[src/rtl/cic_decim_mc.sv]
// cic_decim_mc: time-interleaved multi-channel CIC decimator with per-channel integrator,
// comb and phase state. Define CIC_MC_BYPASS_EN to add a "bypass" port that sends samples straight out.
module cic_decim_mc #(
  parameter int DATA_WIDTH   = 16,
  parameter int DATA_FRAC    = 15,
  parameter int Q            = 3,
  parameter int N            = 1,
  parameter int CH           = 4,
  parameter int MAX_DEC_LOG2 = 4,
  localparam int LOG2_N      = (N == 2) ? 1 : 0,
  localparam int ACC_WIDTH   = DATA_WIDTH + Q * (MAX_DEC_LOG2 + LOG2_N),
  localparam int CH_W        = (CH > 1) ? $clog2(CH) : 1
) (
  input  logic                  clk,
  input  logic                  rst,
  input  logic                  cfg_load,
  input  logic [2:0]            dec_log2,
  input  logic                  s_valid,
  input  logic [CH_W-1:0]       s_ch,
  input  logic [DATA_WIDTH-1:0] s_data,
`ifdef CIC_MC_BYPASS_EN
  input  logic                  bypass,
`endif
  output logic                  m_valid,
  input  logic                  m_ready,
  output logic [CH_W-1:0]       m_ch,
  output logic [DATA_WIDTH-1:0] m_data,
  output logic                  sat_flag,
  output logic                  ovr_flag,
  input  logic                  flag_clr
);

  localparam int PH_W = (MAX_DEC_LOG2 > 0) ? MAX_DEC_LOG2 : 1;

  typedef logic signed [ACC_WIDTH-1:0] acc_t;
  typedef logic signed [ACC_WIDTH:0]   rnd_t;

  localparam rnd_t SAT_MAX = {{(ACC_WIDTH - DATA_WIDTH + 2){1'b0}}, {(DATA_WIDTH - 1){1'b1}}};
  localparam rnd_t SAT_MIN = {{(ACC_WIDTH - DATA_WIDTH + 2){1'b1}}, {(DATA_WIDTH - 1){1'b0}}};

  if (Q < 1 || Q > 6) begin : g_chk_q
    $error("cic_decim_mc: Q must be in 1..6");
  end
  if (N < 1 || N > 2) begin : g_chk_n
    $error("cic_decim_mc: N must be 1 or 2");
  end
  if (CH < 1 || CH > 16) begin : g_chk_ch
    $error("cic_decim_mc: CH must be in 1..16");
  end
  if (MAX_DEC_LOG2 < 0 || MAX_DEC_LOG2 > 7) begin : g_chk_dec
    $error("cic_decim_mc: MAX_DEC_LOG2 must be in 0..7");
  end
  if (DATA_FRAC < 0 || DATA_FRAC >= DATA_WIDTH) begin : g_chk_frac
    $error("cic_decim_mc: DATA_FRAC must be below DATA_WIDTH");
  end

  logic [2:0]      dec_q;
  logic [2:0]      dec_clamped;
  logic [PH_W-1:0] r_mask;

  acc_t            integ     [CH][Q];
  acc_t            integ_nxt [Q];
  acc_t            int_sum;
  acc_t            x_ext;
  logic [PH_W-1:0] phase     [CH];
  logic            acc_ok;
  logic            byp_ok;
  logic            dec_inst;

  // st_* index 0 is the integrator output register, index k+1 the output of comb stage k
  logic            st_vld  [Q+1];
  logic [CH_W-1:0] st_ch   [Q+1];
  acc_t            st_data [Q+1];
  acc_t            dly     [Q][CH][N];
  acc_t            comb_y  [Q];

  int              shift_amt;
  rnd_t            rnd_v;
  rnd_t            shifted;
  logic [DATA_WIDTH-1:0] res_data;
  logic            res_sat;

  logic            due;
  logic [CH_W-1:0] cand_ch;
  logic [DATA_WIDTH-1:0] cand_data;
  logic            cand_sat;
  logic            out_load;
  logic            set_ovr;
  logic            set_sat;

  always_comb begin
    dec_clamped = (dec_log2 > 3'(MAX_DEC_LOG2)) ? 3'(MAX_DEC_LOG2) : dec_log2;
    r_mask      = PH_W'((32'd1 << dec_q) - 32'd1);
  end

  // Samples arriving with cfg_load are discarded; out-of-range channels are ignored.
  always_comb begin
    acc_ok = s_valid && !cfg_load && (32'(s_ch) < 32'(CH));
    byp_ok = 1'b0;
`ifdef CIC_MC_BYPASS_EN
    byp_ok = acc_ok && bypass;
    acc_ok = acc_ok && !bypass;
`endif
  end

  always_comb begin
    x_ext   = {{(ACC_WIDTH - DATA_WIDTH){s_data[DATA_WIDTH-1]}}, s_data};
    int_sum = x_ext;
    for (int j = 0; j < Q; j++) begin
      integ_nxt[j] = integ[s_ch][j] + int_sum;
      int_sum      = integ_nxt[j];
    end
    dec_inst = (phase[s_ch] == '0);
  end

  always_comb begin
    for (int k = 0; k < Q; k++) begin
      comb_y[k] = st_data[k] - dly[k][st_ch[k]][N-1];
    end
  end

  always_ff @(posedge clk) begin
    if (rst) begin
      dec_q <= '0;
    end else if (cfg_load) begin
      dec_q <= dec_clamped;
    end
  end

  // Integrators wrap freely; the comb differences recover the exact result modulo 2^ACC_WIDTH.
  always_ff @(posedge clk) begin
    if (rst || cfg_load) begin
      for (int c = 0; c < CH; c++) begin
        phase[c] <= '0;
        for (int j = 0; j < Q; j++) begin
          integ[c][j] <= '0;
        end
        for (int k = 0; k < Q; k++) begin
          for (int i = 0; i < N; i++) begin
            dly[k][c][i] <= '0;
          end
        end
      end
      for (int k = 0; k <= Q; k++) begin
        st_vld[k]  <= 1'b0;
        st_ch[k]   <= '0;
        st_data[k] <= '0;
      end
    end else begin
      if (acc_ok) begin
        for (int j = 0; j < Q; j++) begin
          integ[s_ch][j] <= integ_nxt[j];
        end
        phase[s_ch] <= (phase[s_ch] + PH_W'(1)) & r_mask;
      end
      st_vld[0]  <= acc_ok && dec_inst;
      st_ch[0]   <= s_ch;
      st_data[0] <= integ_nxt[Q-1];
      for (int k = 0; k < Q; k++) begin
        st_vld[k+1]  <= st_vld[k];
        st_ch[k+1]   <= st_ch[k];
        st_data[k+1] <= comb_y[k];
        if (st_vld[k]) begin
          dly[k][st_ch[k]][0] <= st_data[k];
          for (int i = 1; i < N; i++) begin
            dly[k][st_ch[k]][i] <= dly[k][st_ch[k]][i-1];
          end
        end
      end
    end
  end

  // One guard bit above the accumulator keeps the round-half-up addition from wrapping.
  always_comb begin
    shift_amt = Q * (int'(dec_q) + LOG2_N);
    rnd_v     = {st_data[Q][ACC_WIDTH-1], st_data[Q]};
    if (shift_amt > 0) begin
      rnd_v = rnd_v + (rnd_t'(1) <<< (shift_amt - 1));
    end
    shifted = rnd_v >>> shift_amt;
    res_sat = 1'b0;
    if (shifted > SAT_MAX) begin
      res_data = {1'b0, {(DATA_WIDTH - 1){1'b1}}};
      res_sat  = 1'b1;
    end else if (shifted < SAT_MIN) begin
      res_data = {1'b1, {(DATA_WIDTH - 1){1'b0}}};
      res_sat  = 1'b1;
    end else begin
      res_data = shifted[DATA_WIDTH-1:0];
    end
  end

  always_comb begin
    due       = st_vld[Q] && !cfg_load;
    cand_ch   = st_ch[Q];
    cand_data = res_data;
    cand_sat  = res_sat;
    if (byp_ok) begin
      due       = 1'b1;
      cand_ch   = s_ch;
      cand_data = s_data;
      cand_sat  = 1'b0;
    end
    out_load = due && (!m_valid || m_ready);
    set_ovr  = due && m_valid && !m_ready;
    set_sat  = out_load && cand_sat;
  end

  always_ff @(posedge clk) begin
    if (rst) begin
      m_valid <= 1'b0;
      m_ch    <= '0;
      m_data  <= '0;
    end else if (cfg_load) begin
      m_valid <= 1'b0;
    end else if (out_load) begin
      m_valid <= 1'b1;
      m_ch    <= cand_ch;
      m_data  <= cand_data;
    end else if (m_ready) begin
      m_valid <= 1'b0;
    end
  end

  // A set event wins over a simultaneous clear.
  always_ff @(posedge clk) begin
    if (rst) begin
      sat_flag <= 1'b0;
      ovr_flag <= 1'b0;
    end else begin
      sat_flag <= (sat_flag && !flag_clr) || set_sat;
      ovr_flag <= (ovr_flag && !flag_clr) || set_ovr;
    end
  end

endmodule
[config.mk]
export PLATFORM = sky130hd
export DESIGN_NAME = cic_decim_mc
export DESIGN_NICKNAME = d
export VERILOG_FILES = /design/src/rtl/cic_decim_mc.sv
export SDC_FILE = /design/constraint.sdc
export NUM_CORES = 2
export LEC_CHECK = 0
export CAP_MARGIN = 20
export CORE_MARGIN = 2
export CORE_UTILIZATION = 45
export CTS_CLUSTER_SIZE = 28
export DETAILED_ROUTE_END_ITERATION = 7
export PLACE_DENSITY = 0.61
export SYNTH_ARGS = -nofsm -noshare
export SYNTH_HDL_FRONTEND = slang
export SYNTH_SLANG_ARGS = --single-unit
export TNS_END_PERCENT = 30
[constraint.sdc]
create_clock -name clk -period 10.1 [get_ports clk]
set_input_delay 1.515 -clock clk [delete_from_list [all_inputs] [get_ports clk]]
set_output_delay 1.515 -clock clk [all_outputs]
set_load 0.02 [all_outputs]
---- After elaboration in Yosys (flattened, before gate mapping) ----
Memory sizes are Yosys's and may differ from the RTL's. A register that Yosys moved wholly into a read port is not among the register bits.
Cells that the tools add are included.
storage, ports and cells
  latch bits .............................. 0
  ROM bits ................................ 0
  output and inout bits ................... 21
  memories kept ........................... 6
  memory bits (writable) .................. 812
  bits in registers ....................... 22
  word-level logic and storage cells ...... 806
memories
  memory   words  width  rd ports  clocked after Yosys merged registers in  wr ports  line  RTL
  dly      3      112    3         0                                        3         74    acc_t dly [Q][CH][N];
  integ    4      84     1         0                                        4         61    acc_t integ [CH][Q];
  st_data  4      28     4         0                                        4         73    acc_t st_data [Q+1];
  phase    4      4      1         0                                        4         65    logic [PH_W-1:0] phase [CH];
  st_ch    4      2      4         1                                        4         72    logic [CH_W-1:0] st_ch [Q+1];
  st_vld   4      1      4         0                                        4         71    logic st_vld [Q+1];
cells by class
  reduce and logical (&&, ||, !) cells .... 26
  shift-type cells ........................ 3
  divide/modulo/power cells ............... 0
  multiply operators ...................... 1
  add/subtract/negate cells ............... 10
  bitwise operators ....................... 353
  order comparisons ....................... 10
  equal/unequal tests ..................... 0
  multiplexer cells ....................... 392
operator list
  cell                                                                     number
  28-bit 2-to-1 mux                                                        13
  1-bit 2-to-1 mux                                                         358
  1-bit bitwise OR                                                         348
  112-bit 2-to-1 mux                                                       3
  28-bit binary-select mux with 2-bit select                               3
  28-bit demux with 2-bit select                                           3
  84-bit 2-to-1 mux                                                        1
  84-bit OR reduction                                                      1
  28-bit subtractor                                                        3
  28-bit adder                                                             2
  16-bit 2-to-1 mux                                                        2
  2-bit by 32-bit <<< shifter with 29-bit output (first input constant)    1
  28-bit by 29-bit adder with 29-bit output                                1
  29-bit by 16-bit > comparator with 1-bit output (second input constant)  1
  29-bit by 16-bit < comparator with 1-bit output (second input constant)  1
  29-bit 2-to-1 mux                                                        1
  29-bit by 5-bit >>> shifter with 29-bit output                           1
  28-bit by 16-bit adder with 28-bit output                                1
  1-bit logical AND                                                        12
  2-bit 2-to-1 mux                                                         6
  3-bit >= comparator (second input constant)                              3
  3-bit by 1-bit < comparator with 1-bit output (second input constant)    3
  2-bit NOT with 3-bit output                                              3
  5-bit by 1-bit subtractor with 6-bit output (second input constant)      1
  17 further kinds                                                         23

---- Logic depth before layout (Yosys ltp) ----
  depth in word-level cells ............... 11
  depth in mapped cells ................... 39

---- Worst setup path before layout ----
OpenSTA, ideal clock, no wires.
  path type ............................... input-to-reg
  start ................................... in s_ch[0]
  end ..................................... mem integ[3][26] in the netlist's numbering (data pin)
  arrival time ............................ 9.435 ns
  data required time ...................... 9.829 ns
  setup slack ............................. 0.394 ns
  path buffers ............................ 4
  library setup time ...................... 0.271 ns
  stages .................................. 36
  path through ............................ clkbuf_1 buf_1 clkbuf_1 buf_1 mux4_2 ha_1 inv_1 fa_1 nor2b_1 o21ai_0 a21oi_1 o21ai_0 a21oi_1 a21o_1 a21o_1 xnor2_1 inv_1 ha_1 or3_1 a211oi_1 nor2_1 xnor2_1 inv_1 ha_1 o21ai_0 nor2_1 a21oi_1 o31ai_1 o41ai_1 o211ai_1 nand2_1 o21ai_0 or4_1 and4_1 nor3_1 nor2_1
RTL lines
  what                line  RTL
  start: declaration  19    input logic [CH_W-1:0] s_ch,
  end: declaration    61

==> metrics.yaml <==
rsz0062_at_grt: "no"
rows: 115
tns_ns: 0
place.gp.congestion: 0.9477
critical_path_class: "input pin to flip-flop"
synth.top_cell.area_share: 0.2930
synth.largest_area_cell: "edfxtp_1"
dieArea_um2: 101800
syn_inst: 4491
top_usage_layer: "met2"
synth_warnings: 0
synthTopCellsByArea: "edfxtp_1 29%, dfxtp_1 18%, mux4_2 9.7%, ha_1 5.6%, nor2_1 5.1%"
r2r_slack_ns: 1.85
synth_commonest_cells: "604 x nor2_1, 527 x nand2_1, 436 x edfxtp_1, 400 x dfxtp_1, 262 x nand3_1"
tightest_slew_ns: 1.081
die_h_um: 319.1
cp_max_fo: 13
synth_nets: 4724
cp_slowest_stage_delay_ns: 0.64
ctsRootBufferMaster: "clkbuf_16"
regArea_um2: 21100
numClockSinks: 836
fillers: 8918
setup_viol: 0
grt_overflow: 0
clock_skew_ns: 0.01927
drt-total-wl_mm: 115.4
crit_family: "compound AO/OA/AOI/OAI gates"
grt_max_degree: 195
synth_ff_type: "edfxtp_1"
min-delay-start: "dly[0][167]"
h-tree-depth: 3
timing.rr.start: "dec_q[1]"
wl_per_cell_um: 19.94
synth-async-reset-ratio: 0
cp_num_buf_inv: 5
final_antenna_net_count: 0
fmax_mhz: 111.6
synth_most_common_cell: "nor2_1"
io_buffers: 47
seq_area_frac_synth: 0.4722
cts_buffer_depth: 3
cts_tree: "yes"
finalCritPeriodShare: 0.8873
met1_usage: 0.3180
synth.avg_cell_area_um2: 9.949
cts_buffers: 89
layout_min_cycle_time_ns: 8.961
synth_edf_count: 436
p_leak_nw: 19.74
met2_usage: 0.3585
outcome: "finished, final reports clean"
drt_iter0_drc: 2912
postCtsResizedCells: 0
hold_end: "dly[0][167]"
multiInputGateArea_um2: 21800
globalRouteMet3Util: 0.02985
initial_core_util: 0.4540
drc_errors: 0
clkTransAtPathRegs_ns: 0.06
grt_antenna_before_repair: 1
path_depth: 34
critical_path_arrival_ns: 9.37
die_x_um: 319.1
viasPerCell: 5.761
hold_violations: 0
cellPowerDensity_nw_per_um2: 219.1
grt.total_usage: 0.2254
required_ns: 10.51
ir_drop_uv: 126.7
crit_path_top_delay_cell: "a2111oi_0"
synth-seq-cells: 836
cts_setup_buffers: 0
r2r_cells: 22
worstSetupEndpointType: "flip-flop"
drv_slew: 0
synth_area_um2: 44680
postCtsHoldBufs: 0
slew-limit-headroom: 0.2741
min_path_type: "flip-flop to flip-flop"
grt_pass1_wl_mm: 183.5
syn_to_final_growth_pct: 10.43
vias: 33340
hpwl_mm: 75.23
first_pass_iters: 5
crit_path_start_kind: "input pin"
n_antenna_cell: 0
drv_cap: 0
drive_above_1_share: 0.1033
hold_path_depth: 2
clock_latency_ns: 0.67
grt_pass1_vias: 32440
regToRegEndpoint: "m_data[13]"
fp.coreArea_um2: 98420
fin_nets: 4662
ys_types: 83
io_pins: 48
cp_common_cell: "a21oi_1"
post-route-util: 0.5013
[registers in the layout, indices dropped and copies added (netlist names), 2 cells and up]
name	count
phase	16
st_data	112
m_ch	2
dec_q	3
dly	336
m_data	16
st_ch	8
integ	336
st_vld	4
[cell usage in the layout, fill, tap and decap left out, drive strengths merged, types with 23 or more instances in the layout]
cell type / netlist / final
clkdlybuf4s50: 0 / 45
and2: 96 / 96
nand3: 262 / 262
edfxtp: 436 / 436
xor2: 73 / 73
nor3: 81 / 81
nor2: 604 / 604
o31ai: 23 / 23
inv: 234 / 242
buf: 52 / 64
dfxtp: 400 / 400
o211ai: 30 / 30
ha: 199 / 199
nand2b: 41 / 41
a21o: 50 / 50
o21a: 23 / 23
a21oi: 163 / 163
o21ai: 246 / 246
xnor2: 76 / 76
a31oi: 44 / 44
clkbuf: 210 / 107
or3: 32 / 32
nor2b: 28 / 28
a211oi: 48 / 48
mux4: 192 / 192
clkinv: 1 / 37
nand4: 24 / 24
and3: 35 / 35
nand2: 527 / 527
[worst max-delay path by stage]
stage	start	endpoint	slack [ns]
after floorplan	s_ch[0]	integ[3][26]	0.39
after global placement	s_ch[0]	integ[3][27]	0.62
after detailed placement	s_ch[0]	integ[3][27]	0.62
after CTS	s_ch[0]	integ[3][27]	1.27
after global routing	s_ch[0]	integ[3][27]	0.38
final	s_ch[0]	integ[3][27]	1.14
[per-layer routing]
metal,vias to the layer above,wire length (um)
met4,0,3260
met3,178,6350
met5,-,0
met1,16200,53200
met2,962,52620
li1,16010,-
[kinds of logic (layout without fill, tap and decap cells)]
family                   Yosys count  count (layout)  synth area share
flip-flops                       836             836            0.4722
multiplexers                     225             225            0.1045
XOR/XNOR                         149             149           0.02954
AND/OR/NAND/NOR                 1789            1789            0.1790
AO/OA/AOI/OAI                    789             789            0.1137
buffers and inverters            497             507           0.04214
adder cells (fa/ha/maj)          206             206           0.05886
[through the flow]
stage	hold WS [ns]	setup slack, ns	instances	instance area [um^2]	total power, W
global route	0.4633	0.3803	5788	49340	0.01141
global placement	0.4361	0.6224	5624	46330	0.007481
detailed placement	0.4424	0.6156	5624	46330	0.007511
floorplan	0.4250	0.3941	4491	44680	0.006598
finish	0.4485	1.139	5788	49340	0.01081
CTS	0.4522	1.272	5787	49310	0.01084
[final cells by class]
class | instances | share of cell area
repair buffers | 109 | 0.01960
clock buffers | 107 | 0.04965
clock inverters | 56 | 0.01070
well taps | 1287 | 0.03264
multi-input cells | 3158 | 0.4418
inverters | 235 | 0.01788
flip-flops and latches | 836 | 0.4277
[report_power, final]
part | leakage (nW) | internal [W] | total [W] | switching, W
Clock | 1.47 | 0.00192 | 0.00332 | 0.00141
Sequential | 8.12 | 0.00383 | 0.00409 | 0.000251
Combinational | 10.2 | 0.00130 | 0.00340 | 0.00209
Total | 19.7 | 0.00706 | 0.0108 | 0.00375
[tightest hold or removal path: cells and delay by family (launching register included)]
kind,cells,cell delay [ns]
AND/OR/NAND/NOR,2,0.11
flip-flops,1,0.30
Power figures use the tool's default switching activity.
